$ cat config.mk
export PLATFORM = sky130hd
export DESIGN_NAME = uart_tx
export DESIGN_NICKNAME = d
export VERILOG_FILES = /design/src/rtl/uart_tx.sv
export SDC_FILE = /design/constraint.sdc
export NUM_CORES = 1
export LEC_CHECK = 0
export CORE_MARGIN = 2
export CORE_UTILIZATION = 58
export CTS_BUF_LIST = sky130_fd_sc_hd__clkbuf_4 sky130_fd_sc_hd__clkbuf_8
export DETAILED_ROUTE_END_ITERATION = 16
export PLACE_DENSITY = 0.85
export SYNTH_ARGS = -nofsm -noshare
export SYNTH_HDL_FRONTEND = slang
export SYNTH_SLANG_ARGS = --single-unit
export TNS_END_PERCENT = 100
$ cat constraint.sdc
create_clock -name CLK_TX -period 2.9 [get_ports CLK_TX]
set_clock_uncertainty 0.1 [all_clocks]
set_input_delay 0.58 -clock CLK_TX [delete_from_list [all_inputs] [get_ports CLK_TX]]
set_output_delay 0.58 -clock CLK_TX [all_outputs]
set_load 0.01 [all_outputs]
$ cat src/rtl/uart_tx.sv
// UART transmitter: start bit, LSB-first data, optional even/odd parity, stop bit.
// One bit per clock; TX_OUT and Busy are registered and reflect the state being entered.
module uart_tx #(
    parameter int unsigned width = 8
) (
    input  logic             CLK_TX,
    input  logic             RST_TX,
    input  logic [width-1:0] P_DATA_TX,
    input  logic             DATA_VALID_TX,
    input  logic             PAR_EN,
    input  logic             PAR_TYP,
    output logic             TX_OUT,
    output logic             Busy
);

    localparam int unsigned idx_w = (width > 1) ? $clog2(width) : 1;
    localparam logic [idx_w-1:0] last_idx = idx_w'(width - 1);

    typedef enum logic [2:0] {
        IDLE,
        START,
        DATA,
        PARITY,
        STOP
    } state_t;

    state_t           state, state_nxt;
    logic [idx_w-1:0] idx, idx_nxt;
    logic [width-1:0] data_r, data_nxt;
    logic             par_en_r, par_en_nxt;
    logic             par_typ_r, par_typ_nxt;
    logic             tx_nxt, busy_nxt;
    logic             parity_bit_c;

    // Odd parity is the complement of the even parity bit.
    assign parity_bit_c = (^data_r) ^ par_typ_r;

    // State, frame capture and registered outputs.
    always_ff @(posedge CLK_TX or posedge RST_TX) begin
        if (RST_TX) begin
            state     <= IDLE;
            idx       <= '0;
            data_r    <= '0;
            par_en_r  <= 1'b0;
            par_typ_r <= 1'b0;
            TX_OUT    <= 1'b1;
            Busy      <= 1'b0;
        end else begin
            state     <= state_nxt;
            idx       <= idx_nxt;
            data_r    <= data_nxt;
            par_en_r  <= par_en_nxt;
            par_typ_r <= par_typ_nxt;
            TX_OUT    <= tx_nxt;
            Busy      <= busy_nxt;
        end
    end

    // Next state and the line value for the bit about to be driven.
    always_comb begin
        state_nxt   = state;
        idx_nxt     = idx;
        data_nxt    = data_r;
        par_en_nxt  = par_en_r;
        par_typ_nxt = par_typ_r;
        tx_nxt      = 1'b1;
        busy_nxt    = 1'b0;

        case (state)
            // The stop cycle ends at the same edge that may accept the next frame.
            IDLE, STOP: begin
                if (DATA_VALID_TX) begin
                    state_nxt   = START;
                    idx_nxt     = '0;
                    data_nxt    = P_DATA_TX;
                    par_en_nxt  = PAR_EN;
                    par_typ_nxt = PAR_TYP;
                    tx_nxt      = 1'b0;
                    busy_nxt    = 1'b1;
                end else begin
                    state_nxt = IDLE;
                end
            end
            START: begin
                state_nxt = DATA;
                idx_nxt   = '0;
                tx_nxt    = data_r[0];
                busy_nxt  = 1'b1;
            end
            DATA: begin
                busy_nxt = 1'b1;
                if (idx == last_idx) begin
                    if (par_en_r) begin
                        state_nxt = PARITY;
                        tx_nxt    = parity_bit_c;
                    end else begin
                        state_nxt = STOP;
                    end
                end else begin
                    idx_nxt = idx + idx_w'(1);
                    tx_nxt  = data_r[idx_nxt];
                end
            end
            PARITY: begin
                state_nxt = STOP;
                busy_nxt  = 1'b1;
            end
            default: state_nxt = IDLE;
        endcase
    end

endmodule

* Word level (Yosys, flattened, before mapping)
Index checks and enable logic that the tools add are counted.
** Operators by class
- Equal/unequal tests :: 8
- $lt $le $gt $ge :: 1
- Mux-type cells :: 15
- Bitwise logic cells :: 1
- Add/sub/neg operators :: 1
- Reductions and logical operators :: 7
** Operators by type and width (number)
- $mux W3 :: 4
- $pmux W3 S4 :: 1
- $pmux W3 S3 :: 1
- $reduce_xor A8 Y1 :: 1
- $eq A3 B2 Y1 const B :: 2
- $eq A3 B3 Y1 const B :: 2
- $mux W1 :: 6
- $ne A2 B2 Y1 const B :: 3
- $lt A3 B4 Y1 const B :: 1
- $add A3 B1 Y3 const B :: 1
- $bmux W1 S3 :: 1
- $eq A3 B1 Y1 const B :: 1
- $logic_not A3 Y1 :: 1
- $pmux W1 S3 :: 1
- $reduce_and A3 Y1 :: 1
- $reduce_bool A3 Y1 :: 1
- $reduce_or A3 Y1 :: 1
- $pmux W1 S2 :: 1
- $reduce_and A2 Y1 :: 1
- $reduce_or A2 Y1 :: 1
- $xor A1 B1 Y1 :: 1
** Storage, ports and cells
- Input port bits :: 13
- Logic and storage cells :: 40
- Register bits after elaboration :: 18

* Longest topological paths before layout
- Depth after elaboration :: 5
- Mapped depth :: 6
- Mapped depth without buffers :: 6

* Worst setup path after synthesis
Ideal clock, no wire load.
- Path kind :: register to register
- Start :: reg idx[0]
- End :: reg idx[0]
- Arrival :: 1.619 ns
- Path buffers :: 0
- Cell stages (with the launch flop) :: 7
- Library setup time :: 0.125 ns
- Slack :: 1.056 ns
- Cell sequence :: dfrtp_1 > ha_1 > ha_1 > or3b_1 > a21oi_1 > nor2_1 > mux2_2
** On the way
- Longest elaborated chain between the ends :: 3
- Elaborated cells between the ends (all ways) :: 6
- Classes of those cells :: add/sub (1); eq/ne (2); mux (2); reduce/logical (1)
** Ends and longest elaborated chain
- start: declaration :: line 28 : logic [idx_w-1:0] idx, idx_nxt;
- start signal: assignment :: line 50 : idx <= idx_nxt;
- $add A3 B1 Y3 / $eq A3 B3 Y1 (equally long branches) :: line 100, 92
- $mux W3 / $ne A2 B2 Y1 (equally long branches)
- $pmux W3 S3 / $reduce_and A3 Y1 (equally long branches)
Parallel ways exist; a longest one is shown, timed or not. The select of a mux whose other input is x is not followed.
A chain may end at the register's enable or synchronous reset.

* Worst setup path after layout
- Start :: reg TX_OUT
- End :: out TX_OUT
** RTL lines
- start: declaration :: line 12 : output logic TX_OUT,
- start signal: assignment :: line 54 : TX_OUT <= tx_nxt;
No word-level cell between the ends.

==> impl_metrics.prom <==
# TYPE chip_impl_metric gauge
chip_impl_metric{name="detailroute.wirelength.met2",unit="microns"} 811
chip_impl_metric{name="postSynthAreaPerCell",unit="sq um"} 10.2
chip_impl_metric{name="power_density_of_the_placed_cells",unit="nW/um^2"} 1110
chip_impl_info{name="topRoutingLayerUsed",value="met4"} 1
chip_impl_metric{name="cts_made_buffers",unit=""} 3
chip_impl_metric{name="synthCells",unit=""} 90
chip_impl_metric{name="die-width",unit="microns"} 43.8
chip_impl_metric{name="routed_wirelength",unit="microns"} 1680
chip_impl_metric{name="n_antenna_cell",unit=""} 0
chip_impl_metric{name="die_area",unit="sq um"} 1920
chip_impl_metric{name="crit_required",unit="ns"} 2.22
chip_impl_metric{name="fmax",unit="MHz"} 495
chip_impl_info{name="worst_hold_path_type",value="register to register"} 1
chip_impl_metric{name="groute.usage.overall",unit="%"} 21.0
chip_impl_metric{name="cts-resized-gates",unit=""} 0
chip_impl_metric{name="cp.buffers_inverters",unit=""} 1
chip_impl_info{name="netlist.top_cell.by_area",value="dfrtp_1"} 1
chip_impl_metric{name="synth.cell_area",unit="sq um"} 921
chip_impl_metric{name="clkSlewWorstSetupHoldPaths",unit="ns"} 0.10
chip_impl_metric{name="min_delay_path_depth",unit=""} 2
chip_impl_metric{name="post_route_cells_drive_above_1_share",unit="%"} 9.35
chip_impl_metric{name="route.layer.met1.wl",unit="microns"} 784
chip_impl_metric{name="synth_top_cell_area_share",unit="%"} 46.2
chip_impl_metric{name="drt_drc_violations_left",unit=""} 0
chip_impl_metric{name="final_antenna_net_count",unit=""} 0
chip_impl_metric{name="antenna_found_initial",unit=""} 0
chip_impl_metric{name="detailroute.via_count",unit=""} 686
chip_impl_info{name="r2r_end",value="idx[0]$_DFFE_PP0P_"} 1
chip_impl_metric{name="ios",unit=""} 15
chip_impl_info{name="cts_tree",value="yes"} 1
chip_impl_info{name="yosys-top-cells-area",value="dfrtp_1 (46%), nand2_1 (11%), mux4_1 (5.7%), xnor2_1 (3.8%), dfstp_2 (2.9%)"} 1
chip_impl_metric{name="row_count",unit=""} 14
chip_impl_metric{name="mappedNetlistNets",unit=""} 105
chip_impl_info{name="timing.hold.worst_endpoint",value="par_typ_r$_DFFE_PP0P_"} 1
chip_impl_metric{name="slew_headroom",unit="%"} 56.1
chip_impl_metric{name="ys_seq_elements",unit=""} 18
chip_impl_info{name="worstSetupPathType",value="register to output port"} 1
chip_impl_metric{name="p_leak",unit="nW"} 0.530
chip_impl_info{name="crit-reg2reg-launch",value="idx[0]$_DFFE_PP0P_"} 1
chip_impl_metric{name="cp_slowest_stage_delay",unit="ns"} 0.53
chip_impl_metric{name="cts_setup_buffers",unit=""} 0
chip_impl_metric{name="post-route-period-util",unit="%"} 69.6
chip_impl_metric{name="setup-violations-final",unit=""} 0
chip_impl_info{name="critPathLaunchType",value="register"} 1
chip_impl_metric{name="ff2ff_setup_slack",unit="ns"} 0.91
chip_impl_metric{name="post-layout-total-power",unit="mW"} 1.24
chip_impl_metric{name="reg2reg_depth",unit=""} 6
chip_impl_metric{name="hold_buffers",unit=""} 0
chip_impl_metric{name="detail_route.first_pass.iterations",unit=""} 4
chip_impl_metric{name="vias_per_cell",unit=""} 5.58
chip_impl_info{name="cts_root_buf",value="clkbuf_4"} 1
chip_impl_metric{name="final_nets",unit=""} 123
chip_impl_metric{name="grt_overflow_total",unit=""} 0
chip_impl_metric{name="grt_pass1_wl",unit="microns"} 2930
chip_impl_metric{name="timing.final.hold_violations",unit=""} 0
chip_impl_metric{name="place.port_buffers",unit=""} 14
chip_impl_info{name="cell_class_contributing_the_biggest_share_of_worst_path_delay",value="flip-flops"} 1
chip_impl_metric{name="yosysUniqueCellTypes",unit=""} 26
chip_impl_metric{name="post_drt_wl_per_cell",unit="microns"} 13.7
chip_impl_metric{name="cts_max_level",unit=""} 1
chip_impl_metric{name="maximum_number_of_buffers_from_clock_root_to_sink",unit=""} 2
chip_impl_metric{name="vdd_ir_drop_max",unit="V"} 0.000691
chip_impl_info{name="worst_path_max_delay_cell",value="dfstp_2"} 1
chip_impl_metric{name="die-height",unit="microns"} 43.8
chip_impl_metric{name="max-cap-violations",unit=""} 0
chip_impl_metric{name="clkLatencyLatePin",unit="ns"} 0.30
chip_impl_metric{name="worst-endpoint-arrival",unit="ns"} 1.34
chip_impl_metric{name="final_estimated_routing_congestion_in_global_placement",unit=""} 0.725
chip_impl_metric{name="area.growth.synth_to_final",unit="%"} 21.3
chip_impl_metric{name="grt_start_max_net_pins",unit=""} 19
chip_impl_info{name="outcome",value="completed"} 1
chip_impl_metric{name="timing_worst_slew_pin_value",unit="ns"} 0.658
chip_impl_metric{name="worstPathMaxFanout",unit=""} 1
chip_impl_metric{name="report.final.slew_viol_count",unit=""} 0
chip_impl_info{name="worst_setup_path_end_kind",value="output port"} 1
chip_impl_info{name="setup_repair_after_global_routing_missed_its_margin",value="no"} 1
chip_impl_info{name="hp-start",value="par_typ_r$_DFFE_PP0P_"} 1
chip_impl_metric{name="met3_length",unit="microns"} 67
chip_impl_info{name="crit_path_cell_trace",value="clkdlybuf4s50_1"} 1
chip_impl_metric{name="synth.yosys.seq_area_share",unit="%"} 49.0
chip_impl_metric{name="area_of_the_core_region",unit="sq um"} 1490
chip_impl_metric{name="clkSinkCount",unit=""} 18
chip_impl_metric{name="initial_utilization",unit="%"} 61.8
chip_impl_metric{name="setup-tns-final",unit="ns"} 0
chip_impl_metric{name="drtIter0Drc",unit=""} 19
chip_impl_metric{name="detailedPlacementHpwl",unit="microns"} 1220
chip_impl_metric{name="synth.yosys.warnings",unit=""} 0
chip_impl_metric{name="layout_min_cycle_time",unit="ns"} 2.02
chip_impl_metric{name="grt_pass1_vias",unit=""} 661
metal layers:
layer  vias to the layer above  global-route usage, %
met5                         -                      0
met4                         0                   9.09
met3                         4                   5.00
met2                        19                   32.4
met1                       323                   28.4
li1                        340                      -
worst max path at each step:
stage,start,endpoint,slack [ns],cells past startpoint
4_1_cts,TX_OUT$_DFF_PP1_,TX_OUT,0.87,1
2_1_floorplan,idx[0]$_DFFE_PP0P_,idx[0]$_DFFE_PP0P_,1.06,6
3_3_place_gp,DATA_VALID_TX,idx[0]$_DFFE_PP0P_,0.95,5
6_report,TX_OUT$_DFF_PP1_,TX_OUT,0.88,1
3_5_place_dp,DATA_VALID_TX,idx[0]$_DFFE_PP0P_,0.92,5
5_1_grt,TX_OUT$_DFF_PP1_,TX_OUT,0.85,1
state kept, by name, indices dropped and copies added (netlist names):
name and cells:
data_r 8, idx 3, state 3, Busy 1, TX_OUT 1, par_en_r 1
par_typ_r 1
synthesized netlist by cell type:
master     number
nor2b_1         1
xnor3_1         1
nand2_1        28
nand2b_1        2
mux2_2          2
nand4b_1        1
mux4_1          2
a221oi_2        1
a21oi_1         4
or3b_1          1
inv_1           3
dfstp_2         1
a22o_1          2
nor2_1          4
nor3b_1         2
o21ai_1         3
o21bai_1        1
clkbuf_1        2
xor2_1          2
nand2_2         1
nand4bb_1       1
dfrtp_1        17
and2_1          1
o21ai_0         1
ha_1            2
xnor2_1         4
report_power, final:
part / total, mW / internal, mW / switching, mW
clock: 0.153 / 0.0766 / 0.0767
sequential: 0.482 / 0.368 / 0.115
combinational: 0.600 / 0.349 / 0.252
total: 1.24 / 0.793 / 0.443
stage by stage:
| step | instances | instance area, sq um | util [%] | setup WS (ns) | hold slack (ns) |
|---|---|---|---|---|---|
| detailed placement | 119 | 1080 | 72.6 | 0.919 | 0.414 |
| CTS | 123 | 1120 | 75.0 | 0.871 | 0.437 |
| global placement | 119 | 1080 | 72.6 | 0.945 | 0.386 |
| global route | 123 | 1120 | 75.0 | 0.851 | 0.455 |
| floorplan | 90 | 921 | - | 1.06 | 0.367 |
| finish | 123 | 1120 | 75.0 | 0.881 | 0.429 |
layout make-up:
cell class / instances / area, sq um
multi-input cells: 67 / 450
well taps: 16 / 20.0
repair buffers: 15 / 148
inverters: 3 / 11.3
clock buffers: 4 / 36.3
fillers: 107 / 372
flip-flops and latches: 18 / 452
cells by family after synthesis:
group,share of synthesized area (%)
compound gates,8.69
simple gates,21.2
flops,49.0
fa+ha+maj,2.72
buf+inv,2.04
mux,8.15
xor+xnor,8.15
placed cells by master, fill, tap and decap left out, types with 2 or more instances in the layout:
cell type        count
a21oi_1              4
a22o_1               2
clkbuf_4             3
clkdlybuf4s50_1     14
dfrtp_1             17
ha_1                 2
inv_1                3
mux2_2               2
mux4_1               2
nand2_1             28
nand2b_1             2
nor2_1               4
nor3b_1              2
o21ai_1              3
xnor2_1              4
xor2_1               2
No activity file was read; power rests on OpenSTA's default activity.
